===== config.mk =====
export PLATFORM = sky130hd
export DESIGN_NAME = cpu_boot_sequencer_flat
export DESIGN_NICKNAME = d
export VERILOG_FILES = /design/src/rtl/cpu_boot_sequencer_if.sv /design/src/rtl/cpu_boot_sequencer.sv /design/src/flat_wrapper.sv
export SDC_FILE = /design/constraint.sdc
export NUM_CORES = 1
export LEC_CHECK = 0
export CAP_MARGIN = 10
export CORE_MARGIN = 2
export CORE_UTILIZATION = 50
export CTS_CLUSTER_SIZE = 40
export DETAILED_ROUTE_END_ITERATION = 16
export GPL_TIMING_DRIVEN = 0
export HOLD_SLACK_MARGIN = 0.12
export PLACE_DENSITY = 0.79
export RECOVER_POWER = 100
export SLEW_MARGIN = 25
export SYNTH_ARGS = -nofsm -noshare
export SYNTH_HDL_FRONTEND = slang
export SYNTH_SLANG_ARGS = --single-unit
export TNS_END_PERCENT = 20

===== constraint.sdc =====
create_clock -name clk -period 3.9 [get_ports clk]
set_input_delay 0.78 -clock clk [delete_from_list [all_inputs] [get_ports clk]]
set_output_delay 0.78 -clock clk [all_outputs]
set_load 0.005 [all_outputs]

===== src/rtl/cpu_boot_sequencer_if.sv =====
// Load stream (host -> sequencer) and program-memory write port (sequencer -> memory).
interface cpu_boot_sequencer_if #(
   parameter int WordSize     = 16,
   parameter int ProgAddrSize = 8
);
   logic                    load_valid;
   logic                    load_ready;
   logic [WordSize-1:0]     load_data;
   logic                    load_last;
   logic                    prog_we;
   logic [ProgAddrSize-1:0] prog_addr;
   logic [WordSize-1:0]     prog_wdata;

   modport master (
      output load_valid, load_data, load_last,
      input  load_ready, prog_we, prog_addr, prog_wdata
   );

   modport slave (
      input  load_valid, load_data, load_last,
      output load_ready, prog_we, prog_addr, prog_wdata
   );
endinterface


===== src/rtl/cpu_boot_sequencer.sv =====
// Loads a program into memory over a valid/ready stream, releases the CPU from reset,
// counts run cycles and re-asserts reset once the PC is seen spinning in a tight loop.
module cpu_boot_sequencer #(
   parameter int WordSize        = 16,
   parameter int ProgAddrSize    = 8,
   parameter int ResetHoldCycles = 2,
   parameter int HaltCycles      = 4
) (
   input  logic                    clk,
   input  logic                    reset,
   input  logic                    start,
   input  logic                    abort,
   cpu_boot_sequencer_if.slave     bus,
   output logic                    cpu_reset,
   input  logic [ProgAddrSize-1:0] progCounter,
   output logic                    running,
   output logic                    halted,
   output logic                    error,
   output logic [ProgAddrSize:0]   prog_len,
   output logic [31:0]             run_cycles
);
   localparam int HoldW = (ResetHoldCycles > 1) ? $clog2(ResetHoldCycles) : 1;
   localparam int HitW  = $clog2(HaltCycles + 1);

   typedef enum logic [2:0] {S_IDLE, S_LOAD, S_HOLD, S_RUN, S_HALTED, S_ERROR} state_t;

   state_t                  r_state;
   state_t                  w_next;
   logic [ProgAddrSize-1:0] r_addr;
   logic [ProgAddrSize:0]   r_len;
   logic                    r_we;
   logic [ProgAddrSize-1:0] r_waddr;
   logic [WordSize-1:0]     r_wdata;
   logic [HoldW-1:0]        r_hold;
   logic [31:0]             r_run_cycles;
   logic [ProgAddrSize-1:0] r_pc_d1;
   logic [ProgAddrSize-1:0] r_pc_d2;
   logic [HitW-1:0]         r_hits;
   logic                    w_hs;
   logic                    w_hit;
   logic                    w_halt;

   // abort blocks a same-cycle handshake so nothing new is written after it
   assign w_hs   = bus.load_valid && (r_state == S_LOAD) && !abort;
   // pc_d2 only holds a RUN-era PC once two RUN cycles have passed
   assign w_hit  = (r_state == S_RUN) && (progCounter == r_pc_d2) && (r_run_cycles >= 32'd2);
   assign w_halt = w_hit && (r_hits == HitW'(HaltCycles - 1));

   always_comb begin
      w_next = r_state;
      if (abort && (r_state != S_IDLE)) begin
         w_next = S_IDLE;
      end else begin
         unique case (r_state)
            S_IDLE:   if (start) w_next = S_LOAD;
            S_LOAD: begin
               if (w_hs && bus.load_last)          w_next = S_HOLD;
               else if (w_hs && (r_addr == '1))    w_next = S_ERROR;
            end
            S_HOLD:   if (r_hold == HoldW'(ResetHoldCycles - 1)) w_next = S_RUN;
            S_RUN:    if (w_halt) w_next = S_HALTED;
            S_HALTED: if (start) w_next = S_LOAD;
            S_ERROR:  if (start) w_next = S_LOAD;
            default:  w_next = S_IDLE;
         endcase
      end
   end

   always_ff @(posedge clk or posedge reset) begin
      if (reset) r_state <= S_IDLE;
      else       r_state <= w_next;
   end

   always_ff @(posedge clk or posedge reset) begin
      if (reset) begin
         r_we    <= 1'b0;
         r_waddr <= '0;
         r_wdata <= '0;
         r_addr  <= '0;
         r_len   <= '0;
      end else begin
         r_we <= w_hs;
         if (w_hs) begin
            r_waddr <= r_addr;
            r_wdata <= bus.load_data;
         end
         if ((r_state == S_IDLE) || ((w_next == S_LOAD) && (r_state != S_LOAD))) begin
            r_addr <= '0;
            r_len  <= '0;
         end else if (w_hs) begin
            r_addr <= r_addr + 1'b1;
            r_len  <= r_len + 1'b1;
         end
      end
   end

   always_ff @(posedge clk or posedge reset) begin
      if (reset) begin
         r_hold       <= '0;
         r_run_cycles <= '0;
         r_pc_d1      <= '0;
         r_pc_d2      <= '0;
         r_hits       <= '0;
      end else begin
         r_hold  <= (r_state == S_HOLD) ? r_hold + 1'b1 : '0;
         r_pc_d1 <= progCounter;
         r_pc_d2 <= r_pc_d1;
         r_hits  <= w_hit ? r_hits + 1'b1 : '0;
         if (r_state == S_HOLD)
            r_run_cycles <= '0;
         else if ((r_state == S_RUN) && (r_run_cycles != '1))
            r_run_cycles <= r_run_cycles + 1'b1;
      end
   end

   assign bus.load_ready = (r_state == S_LOAD);
   assign bus.prog_we    = r_we;
   assign bus.prog_addr  = r_waddr;
   assign bus.prog_wdata = r_wdata;
   assign cpu_reset      = (r_state != S_RUN);
   assign running        = (r_state == S_RUN);
   assign halted         = (r_state == S_HALTED);
   assign error          = (r_state == S_ERROR);
   assign prog_len       = r_len;
   assign run_cycles     = r_run_cycles;
endmodule


===== src/flat_wrapper.sv =====
// flat-port wrapper written by rule: the top's interface ports become plain ports
module cpu_boot_sequencer_flat 
#(
   parameter int WordSize        = 16,
   parameter int ProgAddrSize    = 8,
   parameter int ResetHoldCycles = 2,
   parameter int HaltCycles      = 4
)
  (clk, reset, start, abort, cpu_reset, progCounter, running, halted, error, prog_len, run_cycles, bus_load_valid, bus_load_data, bus_load_last, bus_load_ready, bus_prog_we, bus_prog_addr, bus_prog_wdata);
  cpu_boot_sequencer_if #(.WordSize(WordSize), .ProgAddrSize(ProgAddrSize)) bus_i ();
  input  logic clk;
  input  logic reset;
  input  logic start;
  input  logic abort;
  output logic cpu_reset;
  input  logic [ProgAddrSize-1:0] progCounter;
  output logic running;
  output logic halted;
  output logic error;
  output logic [ProgAddrSize:0] prog_len;
  output logic [31:0] run_cycles;
  input wire logic [$bits(bus_i.load_valid)-1:0] bus_load_valid;
  input wire logic [$bits(bus_i.load_data)-1:0] bus_load_data;
  input wire logic [$bits(bus_i.load_last)-1:0] bus_load_last;
  output wire logic [$bits(bus_i.load_ready)-1:0] bus_load_ready;
  output wire logic [$bits(bus_i.prog_we)-1:0] bus_prog_we;
  output wire logic [$bits(bus_i.prog_addr)-1:0] bus_prog_addr;
  output wire logic [$bits(bus_i.prog_wdata)-1:0] bus_prog_wdata;
  assign bus_i.load_valid = bus_load_valid;
  assign bus_i.load_data = bus_load_data;
  assign bus_i.load_last = bus_load_last;
  assign bus_load_ready = bus_i.load_ready;
  assign bus_prog_we = bus_i.prog_we;
  assign bus_prog_addr = bus_i.prog_addr;
  assign bus_prog_wdata = bus_i.prog_wdata;
  cpu_boot_sequencer #(.WordSize(WordSize), .ProgAddrSize(ProgAddrSize), .ResetHoldCycles(ResetHoldCycles), .HaltCycles(HaltCycles)) u_core (.clk(clk), .reset(reset), .start(start), .abort(abort), .bus(bus_i), .cpu_reset(cpu_reset), .progCounter(progCounter), .running(running), .halted(halted), .error(error), .prog_len(prog_len), .run_cycles(run_cycles));
endmodule

# Word-level counts from Yosys, hierarchy flattened
# Cells that the tools add are included.
totals:
  wordCells: 61
  latch_bits: 0
  romBits: 0
  out_inout_bits: 71
  mem_count: 0
  regBits: 97
  mem_bits_rw: 0
  inputBits: 30
op_classes:
  bitwise_logic: 0
  muxes: 15
  multipliers: 0
  add_sub_neg: 5
  order_cmp: 1
  div: 0
  n_shift: 0
  n_reduce_logical: 17
  eq_ne: 12
ops:
  columns: ["cell", "count"]
  rows:
  - ["$mux 32", 2]
  - ["$add 32x1->32 const B", 1]
  - ["$ge 32x2->1 const B", 1]
  - ["$ne 32x32->1 const B", 1]
  - ["$mux 3", 7]
  - ["$mux 9", 2]
  - ["$mux 8", 2]
  - ["$pmux 3 s4", 1]
  - ["$logic_and 1x1->1", 10]
  - ["$add 9x1->9 const B", 1]
  - ["$eq 3x2->1 const B", 3]
  - ["$add 8x1->8 const B", 1]
  - ["$eq 8x8->1", 1]
  - ["$eq 8x8->1 const B", 1]
  - ["$eq 3x1->1 const B", 2]
  - ["$eq 3x3->1 const B", 2]
  - ["$reduce_bool 2->1", 2]
  - ["$add 3x1->3 const B", 1]
  - ["$logic_not 3->1", 1]
  - ["$ne 3x1->1 const B", 1]
  - ["$ne 3x2->1 const B", 1]
  - ["$reduce_bool 3->1", 1]
  - ["$reduce_or 3->1", 1]
  - ["$add 1x1->1 const B", 1]
  - ["other kinds (3)", 3]

# Logic depth before layout (Yosys ltp)
logic_depth:
  ltp_word: 12
  mapped_depth: 7
  mapped_depth_nobuf: 7

# Worst setup path after synthesis
# No wires, ideal clock.
synth_path:
  path_type: "register to register"
  start: "register u_core.r_run_cycles[15] (netlist: u_core.run_cycles[15])"
  end: "register u_core.r_run_cycles[28] (netlist: u_core.run_cycles[28])"
  setup_ns: 0.124
  t_arrival_ns: 1.990
  slack_ns: 1.787
  n_path_buf: 0
  t_required_ns: 3.776
  path_stages_with_launch: 6
  period_less_slack_ns: 2.113
  path_cell_list: "dfrtp_1 > nand4_2 > or4_4 > or3b_4 > o211a_1 > a211o_1"
synth_between:
  elab_chain_cells: 3
  elab_cells_between_ends: 6
  classes_between: "add/sub (1); eq/ne (1); mux (2); reduce/logical (2)"
synth_lines:
  columns: ["item", "line_no", "rtl"]
  rows:
  - ["start, declared", "cpu_boot_sequencer.sv:35", "logic [31:0] r_run_cycles;"]
  - ["start signal, assigned", "cpu_boot_sequencer.sv:112", "r_run_cycles <= r_run_cycles + 1'b1;"]
  - ["$add 32x1->32 / $ne 32x32->1 (equally long branches)", "cpu_boot_sequencer.sv:112, cpu_boot_sequencer.sv:111", null]
  - ["$mux 32 / $logic_and 1x1->1 (equally long branches)", "cpu_boot_sequencer.sv:111", "else if ((r_state == S_RUN) && (r_run_cycles != '1))"]
  - ["$mux 32 / $reduce_bool 2->1 (equally long branches)", null, null]
# Parallel ways exist; a longest one is shown, timed or not. The select of a mux whose other input is x is not followed.
# A chain may end at the register's enable or synchronous reset.

# Final worst setup path
layout_path:
  start: "input abort"
  end: "register u_core.r_wdata[11] (netlist: u_core.bus.prog_wdata[11])"
layout_between:
  elab_chain_cells: 2
layout_lines:
  columns: ["item", "line_no", "rtl"]
  rows:
  - ["start, declared", "flat_wrapper.sv:14", "input logic abort;"]
  - ["$logic_not 1->1", "cpu_boot_sequencer.sv:44", "assign w_hs = bus.load_valid && (r_state == S_LOAD) && !abort;"]
  - ["$logic_and 1x1->1", "cpu_boot_sequencer.sv:44", null]
  - ["end signal, assigned", "cpu_boot_sequencer.sv:85", "r_wdata <= bus.load_data;"]
  - ["end, declared", "cpu_boot_sequencer.sv:33", "logic [WordSize-1:0] r_wdata;"]
# No other way between the ends.

==> impl_metrics.csv <==
group,metric,value,unit
status,outcome,"finished clean",
synthesis,async_reset_ff_share,100.0,%
synthesis,syn_area,4486,um2
routing,drc_errors,0,
worst_setup_path,crit_fanout,10,
final_layout,area_delta_synth_final,29.23,%
synthesis,synth_most_common_cell,"dfrtp_1",
power,p_comb_share,22.7,%
run,drv_cap,0,
synthesis,synth_edf_count,0,
final_layout,n_fill_cell,684,
die,die_w,98.72,um
clock_tree,cts_buffer_depth,2,
timing,hold_viol_final,0,
timing,finalCriticalPeriod,3003,ps
worst_setup_path,critPathRequiredTime,4150,ps
synthesis,yosysSeqAreaShare,54.11,%
placed_design,placed_area,5654,um2
synthesis,synthFlopType,"dfrtp_1",
clock_tree,holdBufCountCts,0,
power,seq_power_share,50.2,%
timing,rsz0062_at_grt,"false",
timing,max_freq,0.3330,GHz
synthesis,synthCells,410,
clock_tree,cts_resized,0,
global_route,grt-ovfl-total,0,
routing,vias_per_cell,5.831,
die,die_height,98.72,um
routing,dr.pass1.iters,5,
min_path,hold_class,"reg -> reg",
final_layout,fin_util,66.47,%
timing,setup_violations,0,
placed_design,io_buffers,100,
final_layout,stdcell_area,5797,um2
synthesis,yosys-top-cells-count,"dfrtp_1, nor2_1, mux2_2, nand2_1, xor2_1",
die,num_rows,34,
synthesis,synth_top_area_share,54.11,%
clock_tree,root_buffer,"clkbuf_8",
global_route,grt_pass1_wl,17280,um
timing,worst_clock_skew,7.164,ps
placed_design,pre_cts_ws,945.9,ps
power,p_leak,2.619,nW
worst_setup_path,critical_path_class,"in -> reg",
clock_tree,cts_sinks,97,
final_layout,layout.cells.non_filler,634,
timing,maxSlewHeadroom,26.74,%
worst_setup_path,cp-end-kind,"register",
global_route,grt_max_degree,76,
synthesis,synth_warnings,0,
final_layout,seq_area,2427,um2
die,top_level_ports,101,
routing,drt-total-wl,10510,um
power,p_sw,685.3,uW
clock_tree,cts-buffers-inserted,9,
power,p_clk_share,27.0,%
clock_tree,cts_tree,"yes",
routing,drt-wirelength-per-cell,16.58,um
power,peakVddDrop,0.2608,mV
power,p_per_area,419.6,nW/um2
die,die_area,9745,um2
power,power.internal,1.747,mW
die,start_util,51.43,%
timing,worstMarginPinSlew,1093,ps
synthesis,synth_cell_types,52,
clock_tree,clk_pin_slew,100,ps
routing,ant_nets,0,
final_layout,n_antenna_cell,0,
final_layout,nets,558,
synthesis,synth_area_leader_cell,"dfrtp_1",
timing,maxSlewViolCount,0,
die,core_area,8721,um2
synthesis,yosys_register_bits,97,
placed_design,dp_hpwl,7626,um
synthesis,synthTopCellsByArea,"dfrtp_1, mux2_2, xor2_1, nor2_1, nand4_1",
placed_design,dp_cells,619,
worst_setup_path,worst_setup_path_start_kind,"primary input",
global_route,track_usage,22.11,%
final_layout,layout-drive-gt1-share,9.316,%
worst_setup_path,cp.arrival,3250,ps
routing,vias,3697,
clock_tree,htree_levels,3,
global_route,grt_pass1_vias,3653,
timing,period_share,77.01,%
global_route,antenna_found_initial,0,
timing,fin_ws,896.7,ps
clock_tree,insertion_delay,360,ps
power,p_sw_share,28.17,%
synthesis,synth_nets,446,
final_layout,multiInputGateArea,1908,um2
routing,drtIter0Drc,145,
synthesis,postSynthAreaPerCell,10.94,um2
placed_design,gp_congestion,0.9019,
clock_tree,cts_setup_buffers,0,
area by class of cell:
class | count | area share [%]
Buffer | 15 | 1.101
Clock buffer | 10 | 2.202
Clock inverter | 5 | 1.101
Inverter | 11 | 0.7339
Multi-Input combinational cell | 287 | 32.92
Sequential cell | 97 | 41.87
Tap cell | 108 | 2.331
Timing Repair Buffer | 101 | 17.74
logic make-up after synthesis:
| family | Yosys count | synth area share [%] |
|---|---|---|
| fa+ha+maj | 6 | 1.674 |
| simple gates | 163 | 20.20 |
| xor+xnor | 27 | 5.272 |
| buf+inv | 26 | 2.427 |
| mux | 29 | 7.141 |
| compound gates | 62 | 9.177 |
| flops | 97 | 54.11 |
stage by stage:
stage	hold WS (ps)	TNS (ps)	power, mW
2_1_floorplan	331.2	0	1.496
3_5_place_dp	337.8	0	1.856
4_1_cts	357.9	0	2.509
6_report	353.1	0	2.432
3_3_place_gp	333.8	-74970	1.821
5_1_grt	375.8	0	2.553
power by group through the flow:
stage                     Sequential, mW  Clock (mW)  Combinational (mW)
final                               1.22       0.658               0.552
after global routing                1.24       0.711               0.600
after CTS                           1.23       0.671               0.611
after detailed placement            1.25           0               0.607
after global placement              1.24           0               0.584
after floorplan                     1.24           0               0.256
final timing paths:
check | startpoint | to | slack (ps) | cells past startpoint
min in group asynchronous | reset | u_core.r_pc_d2[0] | 1070 | 2
worst min-delay path | u_core.r_pc_d1[6] | u_core.r_pc_d2[6] | 350 | 0
worst max-delay path | abort | u_core.bus.prog_wdata[11] | 900 | 4
worst max register to register | u_core.run_cycles[19] | u_core.run_cycles[29] | 1220 | 7
worst min register to register | u_core.r_pc_d1[6] | u_core.r_pc_d2[6] | 350 | 0
max in group asynchronous | reset | u_core.run_cycles[27] | 1990 | 3
worst max-delay path, stage by stage:
cell and delay (ps):
dlygate4sd3_1 630, nor4b_1 910, clkbuf_1 520, mux2_2 400
layout by cell type, fill, tap and decap left out, drive strengths merged, types with 4 or more instances in the layout:
| master | synthesis | routed |
|---|---|---|
| a21oi | 18 | 18 |
| and3 | 9 | 9 |
| clkbuf | 11 | 24 |
| clkdlybuf4s50 | 0 | 19 |
| dfrtp | 97 | 97 |
| dlygate4sd3 | 0 | 81 |
| ha | 6 | 6 |
| inv | 11 | 13 |
| mux2 | 24 | 24 |
| mux2i | 5 | 5 |
| nand2 | 23 | 23 |
| nand2b | 4 | 4 |
| nand3 | 10 | 10 |
| nand4 | 22 | 22 |
| nor2 | 42 | 42 |
| nor3 | 4 | 4 |
| nor4 | 16 | 16 |
| o21ai | 13 | 13 |
| o311ai | 5 | 5 |
| o31ai | 7 | 7 |
| or3 | 13 | 13 |
| or4 | 5 | 5 |
| xnor2 | 4 | 4 |
| xor2 | 23 | 23 |
state kept, by name (all words and copies together) (netlist names):
name,flops
u_core.bus.prog_we,1
u_core.r_pc_d1,8
u_core.r_addr,8
u_core.r_state,3
u_core.r_hits,3
u_core.bus.prog_addr,8
u_core.r_pc_d2,8
u_core.prog_len,9
u_core.run_cycles,32
u_core.r_hold,1
u_core.bus.prog_wdata,16
metal layers:
layer  wire, um  global-route usage (%)  up-vias
met4        160                   6.217        0
met2       5076                   36.84      157
met3        828                   6.099       16
li1           -                       -     1733
met1       4447                   28.59     1791
met5          0                       0        -
No activity file was read; power rests on OpenSTA's default activity.
